[src/rtl/spi_slave_ctrl.sv]
`default_nettype none
// ============================================================================
// Module      : spi_slave_ctrl
// Description : System-clocked SPI (mode 0) slave controller. Synchronises
//               SCLK/CS/MOSI into clk, decodes a command word
//               {addr[ADDR_WIDTH-1:0], rw} and performs single or burst
//               reads/writes on a single-port data memory.
// Ports       : clk, reset (async, active-high)
//               sclk_pin, cs_pin, mosi_pin  - SPI pins from the master
//               miso_pin, miso_en           - slave-out data and pad enable
//               mem_addr, mem_wdata, mem_wren, mem_rden, mem_rdata
//                                           - memory port (1-clk read latency)
//               busy                        - FSM is not idle
//               frame_words                 - words completed this frame (sat.)
// Revision    : 1.0 - initial release
// ============================================================================
module spi_slave_ctrl #(
    parameter int ADDR_WIDTH  = 7,
    parameter int DATA_WIDTH  = 8,
    parameter int BURST_EN    = 1,
    parameter int SYNC_STAGES = 2
) (
    input  logic                  clk,
    input  logic                  reset,
    input  logic                  sclk_pin,
    input  logic                  cs_pin,
    input  logic                  mosi_pin,
    output logic                  miso_pin,
    output logic                  miso_en,
    output logic [ADDR_WIDTH-1:0] mem_addr,
    output logic [DATA_WIDTH-1:0] mem_wdata,
    output logic                  mem_wren,
    output logic                  mem_rden,
    input  logic [DATA_WIDTH-1:0] mem_rdata,
    output logic                  busy,
    output logic [7:0]            frame_words
);

    // Input shift register must hold either a command word or a data word.
    localparam int c_SHIFT_W = (ADDR_WIDTH + 1 > DATA_WIDTH) ? ADDR_WIDTH + 1 : DATA_WIDTH;
    localparam int c_CNT_W   = $clog2(c_SHIFT_W + 1);
    localparam logic [c_CNT_W-1:0] c_CMD_LAST  = c_CNT_W'(ADDR_WIDTH);
    localparam logic [c_CNT_W-1:0] c_DATA_LAST = c_CNT_W'(DATA_WIDTH - 1);

    typedef enum logic [2:0] {
        S_IDLE   = 3'd0,
        S_CMD    = 3'd1,
        S_FETCH  = 3'd2,
        S_LOAD   = 3'd3,
        S_READ   = 3'd4,
        S_WRITE  = 3'd5,
        S_COMMIT = 3'd6,
        S_DONE   = 3'd7
    } state_t;

    state_t                 r_state;
    logic [SYNC_STAGES-1:0] r_sclk_sync;
    logic [SYNC_STAGES-1:0] r_cs_sync;
    logic [SYNC_STAGES-1:0] r_mosi_sync;
    logic                   r_sclk_d;
    logic [c_CNT_W-1:0]     r_bit_cnt;
    // The newest bit comes straight from mosi_s, so only c_SHIFT_W-1 bits
    // need to be stored between rises.
    logic [c_SHIFT_W-2:0]   r_shift_in;
    logic [DATA_WIDTH-1:0]  r_shift_out;
    logic                   r_miso;
    logic                   r_miso_en;
    logic [ADDR_WIDTH-1:0]  r_mem_addr;
    logic [DATA_WIDTH-1:0]  r_mem_wdata;
    logic                   r_mem_wren;
    logic                   r_mem_rden;
    logic                   r_busy;
    logic [7:0]             r_frame_words;

    logic                   w_sclk_s;
    logic                   w_cs_s;
    logic                   w_mosi_s;
    logic                   w_rise;
    logic                   w_fall;
    logic [c_SHIFT_W-1:0]   w_shift_next;
    logic [7:0]             w_fw_inc;

    assign w_sclk_s     = r_sclk_sync[SYNC_STAGES-1];
    assign w_cs_s       = r_cs_sync[SYNC_STAGES-1];
    assign w_mosi_s     = r_mosi_sync[SYNC_STAGES-1];
    assign w_rise       = w_sclk_s & ~r_sclk_d;
    assign w_fall       = ~w_sclk_s & r_sclk_d;
    assign w_shift_next = {r_shift_in, w_mosi_s};
    assign w_fw_inc     = (r_frame_words == 8'hFF) ? r_frame_words : r_frame_words + 8'd1;

    always_ff @(posedge clk or posedge reset) begin
        if (reset) begin
            r_state       <= S_IDLE;
            r_sclk_sync   <= '0;
            r_cs_sync     <= '1;
            r_mosi_sync   <= '0;
            r_sclk_d      <= 1'b0;
            r_bit_cnt     <= '0;
            r_shift_in    <= '0;
            r_shift_out   <= '0;
            r_miso        <= 1'b0;
            r_miso_en     <= 1'b0;
            r_mem_addr    <= '0;
            r_mem_wdata   <= '0;
            r_mem_wren    <= 1'b0;
            r_mem_rden    <= 1'b0;
            r_busy        <= 1'b0;
            r_frame_words <= '0;
        end else begin
            r_sclk_sync <= {r_sclk_sync[SYNC_STAGES-2:0], sclk_pin};
            r_cs_sync   <= {r_cs_sync[SYNC_STAGES-2:0], cs_pin};
            r_mosi_sync <= {r_mosi_sync[SYNC_STAGES-2:0], mosi_pin};
            r_sclk_d    <= w_sclk_s;

            if (w_cs_s) begin
                // Deselect beats everything, including a word-complete rise
                // in the same clk, so a partial/racing write never commits.
                r_state       <= S_IDLE;
                r_miso_en     <= 1'b0;
                r_bit_cnt     <= '0;
                r_frame_words <= '0;
                r_mem_wren    <= 1'b0;
                r_mem_rden    <= 1'b0;
                r_busy        <= 1'b0;
            end else begin
                case (r_state)
                    S_IDLE: begin
                        r_state   <= S_CMD;
                        r_bit_cnt <= '0;
                        r_busy    <= 1'b1;
                    end

                    S_CMD: begin
                        if (w_rise) begin
                            r_shift_in <= w_shift_next[c_SHIFT_W-2:0];
                            if (r_bit_cnt == c_CMD_LAST) begin
                                r_bit_cnt  <= '0;
                                r_mem_addr <= w_shift_next[ADDR_WIDTH:1];
                                if (w_shift_next[0]) begin
                                    r_mem_rden <= 1'b1;
                                    r_state    <= S_FETCH;
                                end else begin
                                    r_state    <= S_WRITE;
                                end
                            end else begin
                                r_bit_cnt <= r_bit_cnt + c_CNT_W'(1);
                            end
                        end
                    end

                    S_FETCH: begin
                        // mem_rden was raised on entry; drop it after one clk.
                        r_mem_rden <= 1'b0;
                        r_state    <= S_LOAD;
                    end

                    S_LOAD: begin
                        r_shift_out <= mem_rdata;
                        r_miso      <= mem_rdata[DATA_WIDTH-1];
                        r_miso_en   <= 1'b1;
                        r_state     <= S_READ;
                    end

                    S_READ: begin
                        if (w_rise) begin
                            if (r_bit_cnt == c_DATA_LAST) begin
                                r_bit_cnt     <= '0;
                                r_frame_words <= w_fw_inc;
                                if (BURST_EN != 0) begin
                                    r_mem_addr <= r_mem_addr + ADDR_WIDTH'(1);
                                    r_mem_rden <= 1'b1;
                                    r_state    <= S_FETCH;
                                end else begin
                                    r_miso_en  <= 1'b0;
                                    r_state    <= S_DONE;
                                end
                            end else begin
                                r_bit_cnt <= r_bit_cnt + c_CNT_W'(1);
                            end
                        end else if (w_fall && (r_bit_cnt != '0)) begin
                            // The fall trailing the previous word's last rise
                            // arrives with bit_cnt == 0 and must not shift the
                            // freshly loaded MSB away.
                            r_shift_out <= {r_shift_out[DATA_WIDTH-2:0], 1'b0};
                            r_miso      <= r_shift_out[DATA_WIDTH-2];
                        end
                    end

                    S_WRITE: begin
                        if (w_rise) begin
                            r_shift_in <= w_shift_next[c_SHIFT_W-2:0];
                            if (r_bit_cnt == c_DATA_LAST) begin
                                r_bit_cnt   <= '0;
                                r_mem_wdata <= w_shift_next[DATA_WIDTH-1:0];
                                r_mem_wren  <= 1'b1;
                                r_state     <= S_COMMIT;
                            end else begin
                                r_bit_cnt <= r_bit_cnt + c_CNT_W'(1);
                            end
                        end
                    end

                    S_COMMIT: begin
                        // mem_wren is high during this clk with the current
                        // address/data; the address steps only afterwards.
                        r_mem_wren    <= 1'b0;
                        r_frame_words <= w_fw_inc;
                        if (BURST_EN != 0) begin
                            r_mem_addr <= r_mem_addr + ADDR_WIDTH'(1);
                            r_state    <= S_WRITE;
                        end else begin
                            r_state    <= S_DONE;
                        end
                    end

                    S_DONE: begin
                        r_miso_en <= 1'b0;
                    end

                    default: begin
                        r_state <= S_IDLE;
                    end
                endcase
            end
        end
    end

    assign miso_pin    = r_miso;
    assign miso_en     = r_miso_en;
    assign mem_addr    = r_mem_addr;
    assign mem_wdata   = r_mem_wdata;
    assign mem_wren    = r_mem_wren;
    assign mem_rden    = r_mem_rden;
    assign busy        = r_busy;
    assign frame_words = r_frame_words;

endmodule
`default_nettype wire

[config.mk]
export PLATFORM = sky130hd
export DESIGN_NAME = spi_slave_ctrl
export DESIGN_NICKNAME = d
export VERILOG_FILES = /design/src/rtl/spi_slave_ctrl.sv
export SDC_FILE = /design/constraint.sdc
export NUM_CORES = 1
export LEC_CHECK = 0
export ABC_AREA = 1
export CAP_MARGIN = 20
export CORE_MARGIN = 1
export CORE_UTILIZATION = 55
export DETAILED_ROUTE_END_ITERATION = 16
export PLACE_DENSITY = 0.8
export SETUP_SLACK_MARGIN = 0.05
export SLEW_MARGIN = 20
export SYNTH_ARGS = -nofsm -noshare
export SYNTH_HDL_FRONTEND = slang
export SYNTH_SLANG_ARGS = --single-unit
[constraint.sdc]
create_clock -name clk -period 2.1 [get_ports clk]
set_input_delay 0.42 -clock clk [delete_from_list [all_inputs] [get_ports clk]]
set_output_delay 0.42 -clock clk [all_outputs]
set_load 0.01 [all_outputs]
==> impl_metrics.py <==
metrics = {
    "outcome": {
        "status": "completed",
    },
    "synth": {
        "post-synth-top-count-cell": "nand2_1",
        "synth_top_cell_by_area": "dfrtp_1",
        "ys_async_sr_fraction_pct": 100,
        "ys_types": 35,
        "yosysTopAreaCellShare_pct": 45.1,
        "yosys_warnings": 0,
        "ys_seq_area_share_pct": 46.8,
        "synth_edf_count": 0,
        "syn_nets": 400,
        "synthTopCellsByArea": "dfrtp_1 45%, nand2_1 19%, nand3_1 6.8%",
        "synth_ff_type": "dfrtp_1",
        "syn_avg_cell_area_um2": 7.83,
        "synthCells": 383,
        "netlist_top_cells_count": "148 x nand2_1, 54 x dfrtp_1, 41 x nand3_1, 31 x inv_1",
        "syn-cell-area_um2": 3000,
        "ys_ff_latch": 56,
    },
    "floorplanning": {
        "start_util_pct": 58.0,
        "coreArea_um2": 5170,
        "die_area_um2": 5750,
        "core.rowCount": 26,
        "die_width_um": 75.8,
        "die_h_um": 75.8,
        "ios": 41,
    },
    "min_path": {
        "hold_path_end": "r_sclk_sync[1]",
        "min_path_cells": 0,
        "hold_path.class": "reg -> reg",
        "hp-start": "r_sclk_sync[0]",
    },
    "timing": {
        "max_slew.worst_pin.slew_ns": 0.483,
        "max_freq_mhz": 558,
        "drv_slew": 0,
        "whs_ns": 0.361,
        "fin_tns_setup_ns": 0,
        "relSlewSlack_pct": 67.8,
        "rsz0062_at_grt": "no",
        "setup_violations": 0,
        "clock_skew_ns": 0.00594,
        "hold_violations": 0,
        "post-route-period-util_pct": 85.3,
        "layout_min_cycle_time_ns": 1.79,
    },
    "critical_path": {
        "rr_worst_depth": 7,
        "worstPathMaxFanout": 8,
        "r2r-start": "r_state[1]",
        "crit_path_end_kind": "output port",
        "worstReg2RegEnd": "frame_words[2]",
        "crit_required_ns": 1.68,
        "critPathBufInv": 1,
        "r2r_slack_ns": 0.37,
        "cp_cell_sequence": "clkdlybuf4s50_1",
        "cpMaxStageDelayCell": "clkdlybuf4s50_1",
        "slowest_delay_ns": 0.58,
        "cp.arrival_ns": 1.37,
        "worstSetupPathType": "reg -> out",
        "worst-path-stages": 1,
        "start_kind": "register",
        "crit_family": "buffers and inverters",
    },
    "power": {
        "p_sw_mw": 1.42,
        "pwr-share-seq_pct": 44.3,
        "peakVddDrop_v": 0.000648,
        "pwr-share-comb_pct": 38.5,
        "swShare_pct": 41.0,
        "p_leak_nw": 1.76,
        "power_frac_clock_pct": 17.2,
        "powerDensity_nw_per_um2": 978,
        "p_int_mw": 2.04,
    },
    "clock_tree": {
        "cts_resized": 0,
        "root_buffer": "clkbuf_8",
        "post_cts_buffers": 0,
        "cts_buffers": 5,
        "clk_pin_slew_worst_paths_ns": 0.10,
        "ctsHoldBuffers": 0,
        "cts_max_path_buffers": 2,
        "htreeDepth": 2,
        "clock_sinks": 56,
        "worst_skew_pair.late_latency_ns": 0.31,
        "tritoncts": "done",
    },
    "grt": {
        "antenna_found_initial": 0,
        "grt_pass1_vias": 2246,
        "grt_overflow": 0,
        "grt_pass1_wl_um": 10200,
        "grt.total_usage_pct": 23.7,
        "grt_max_degree": 26,
    },
    "cells_and_area": {
        "drive_gt1_share_pct": 10.4,
        "final_area_um2": 3530,
        "final_nets": 439,
        "syn_to_final_growth_pct": 17.7,
        "final_cells": 493,
        "post-route-util_pct": 68.2,
        "antennaDiodeCount": 0,
    },
    "drt": {
        "firstDrtPassIters": 5,
        "final_antenna_net_count": 0,
        "drt-initial-drc-count": 192,
        "viasPerCell": 5.11,
        "drc": 0,
        "wire_per_inst_um": 12.2,
        "routed_wl_um": 6010,
        "vias": 2521,
    },
    "placed_design": {
        "portBuffers": 40,
        "gp_congestion": 0.893,
        "place_hpwl_um": 4570,
        "dpl_cell_area_um2": 3440,
        "place_inst": 485,
    },
    "flow_run": {
        "maxCapViolations": 0,
    },
}
-- placed cells by master, fill, tap and decap left out, types with 4 or more instances in the layout --
cell and n:
nand2_2 5, a21oi_1 5, o21ai_0 8, nor2_1 17, nand2_1 148, nand3_1 41
nand3_2 4, o21ai_1 17, clkdlybuf4s50_1 40, clkbuf_8 5, inv_1 30, dfrtp_1 54
ha_1 4, inv_2 6
-- layer usage --
metal	vias to the layer above	track usage [%]	wire, µm
met1	1179	34.7	2890
met2	55	36.8	2770
met5	-	0	0
met4	0	5.56	69
met3	6	3.84	280
li1	1281	-	-
-- worst max path at each step --
stage / start / endpoint / slack (ns)
after floorplan: reset / busy / 0.31
after global placement: r_state[0] / frame_words[2] / 0.49
after detailed placement: r_state[1] / frame_words[3] / 0.40
after CTS: mem_addr[2] / mem_addr[2] / 0.30
after global routing: r_state[1] / frame_words[0] / 0.22
final: mem_addr[2] / mem_addr[2] / 0.31
-- flip-flops by register name, indices dropped and copies added, names as in the netlist --
name and count:
r_sclk_sync 2, mem_wdata 8, mem_addr 7, mem_wren 1, r_cs_sync 2, r_shift_out 7, busy 1, miso_pin 1
mem_rden 1, miso_en 1, r_shift_in 7, r_bit_cnt 4, frame_words 8, r_mosi_sync 2, r_sclk_d 1, r_state 3
-- power groups by stage --
stage                     clock [mW]  combinational, mW  sequential (mW)
after floorplan                    0               1.06             1.47
after global placement             0               1.30             1.54
after detailed placement           0               1.33             1.55
after CTS                      0.619               1.34             1.53
after global routing           0.653               1.52             1.57
final                          0.593               1.33             1.53
-- stage by stage --
| step | power (mW) | setup WS [ns] |
|---|---|---|
| CTS | 3.48 | 0.296 |
| global route | 3.74 | 0.218 |
| finish | 3.45 | 0.309 |
| detailed placement | 2.88 | 0.404 |
| global placement | 2.84 | 0.493 |
| floorplan | 2.53 | 0.312 |
-- logic make-up (layout without fill, tap and decap cells) --
family	Yosys count	after routing	share of synthesized area (%)
AO/OA/AOI/OAI	37	37	7.14
adder cells (fa/ha/maj)	4	4	1.67
AND/OR/NAND/NOR	233	233	35.4
buffers and inverters	49	89	7.76
flip-flops	56	56	46.8
XOR/XNOR	4	4	1.17
-- area by class of cell --
type / count / area (µm²)
Sequential cell: 56 / 1400
Multi-Input combinational cell: 278 / 1360
Timing Repair Buffer: 42 / 428
Inverter: 39 / 156
Clock inverter: 3 / 23.8
Fill cell: 423 / 1640
Tap cell: 70 / 87.6
Clock buffer: 5 / 68.8
(Power assumes the default switching activity.)
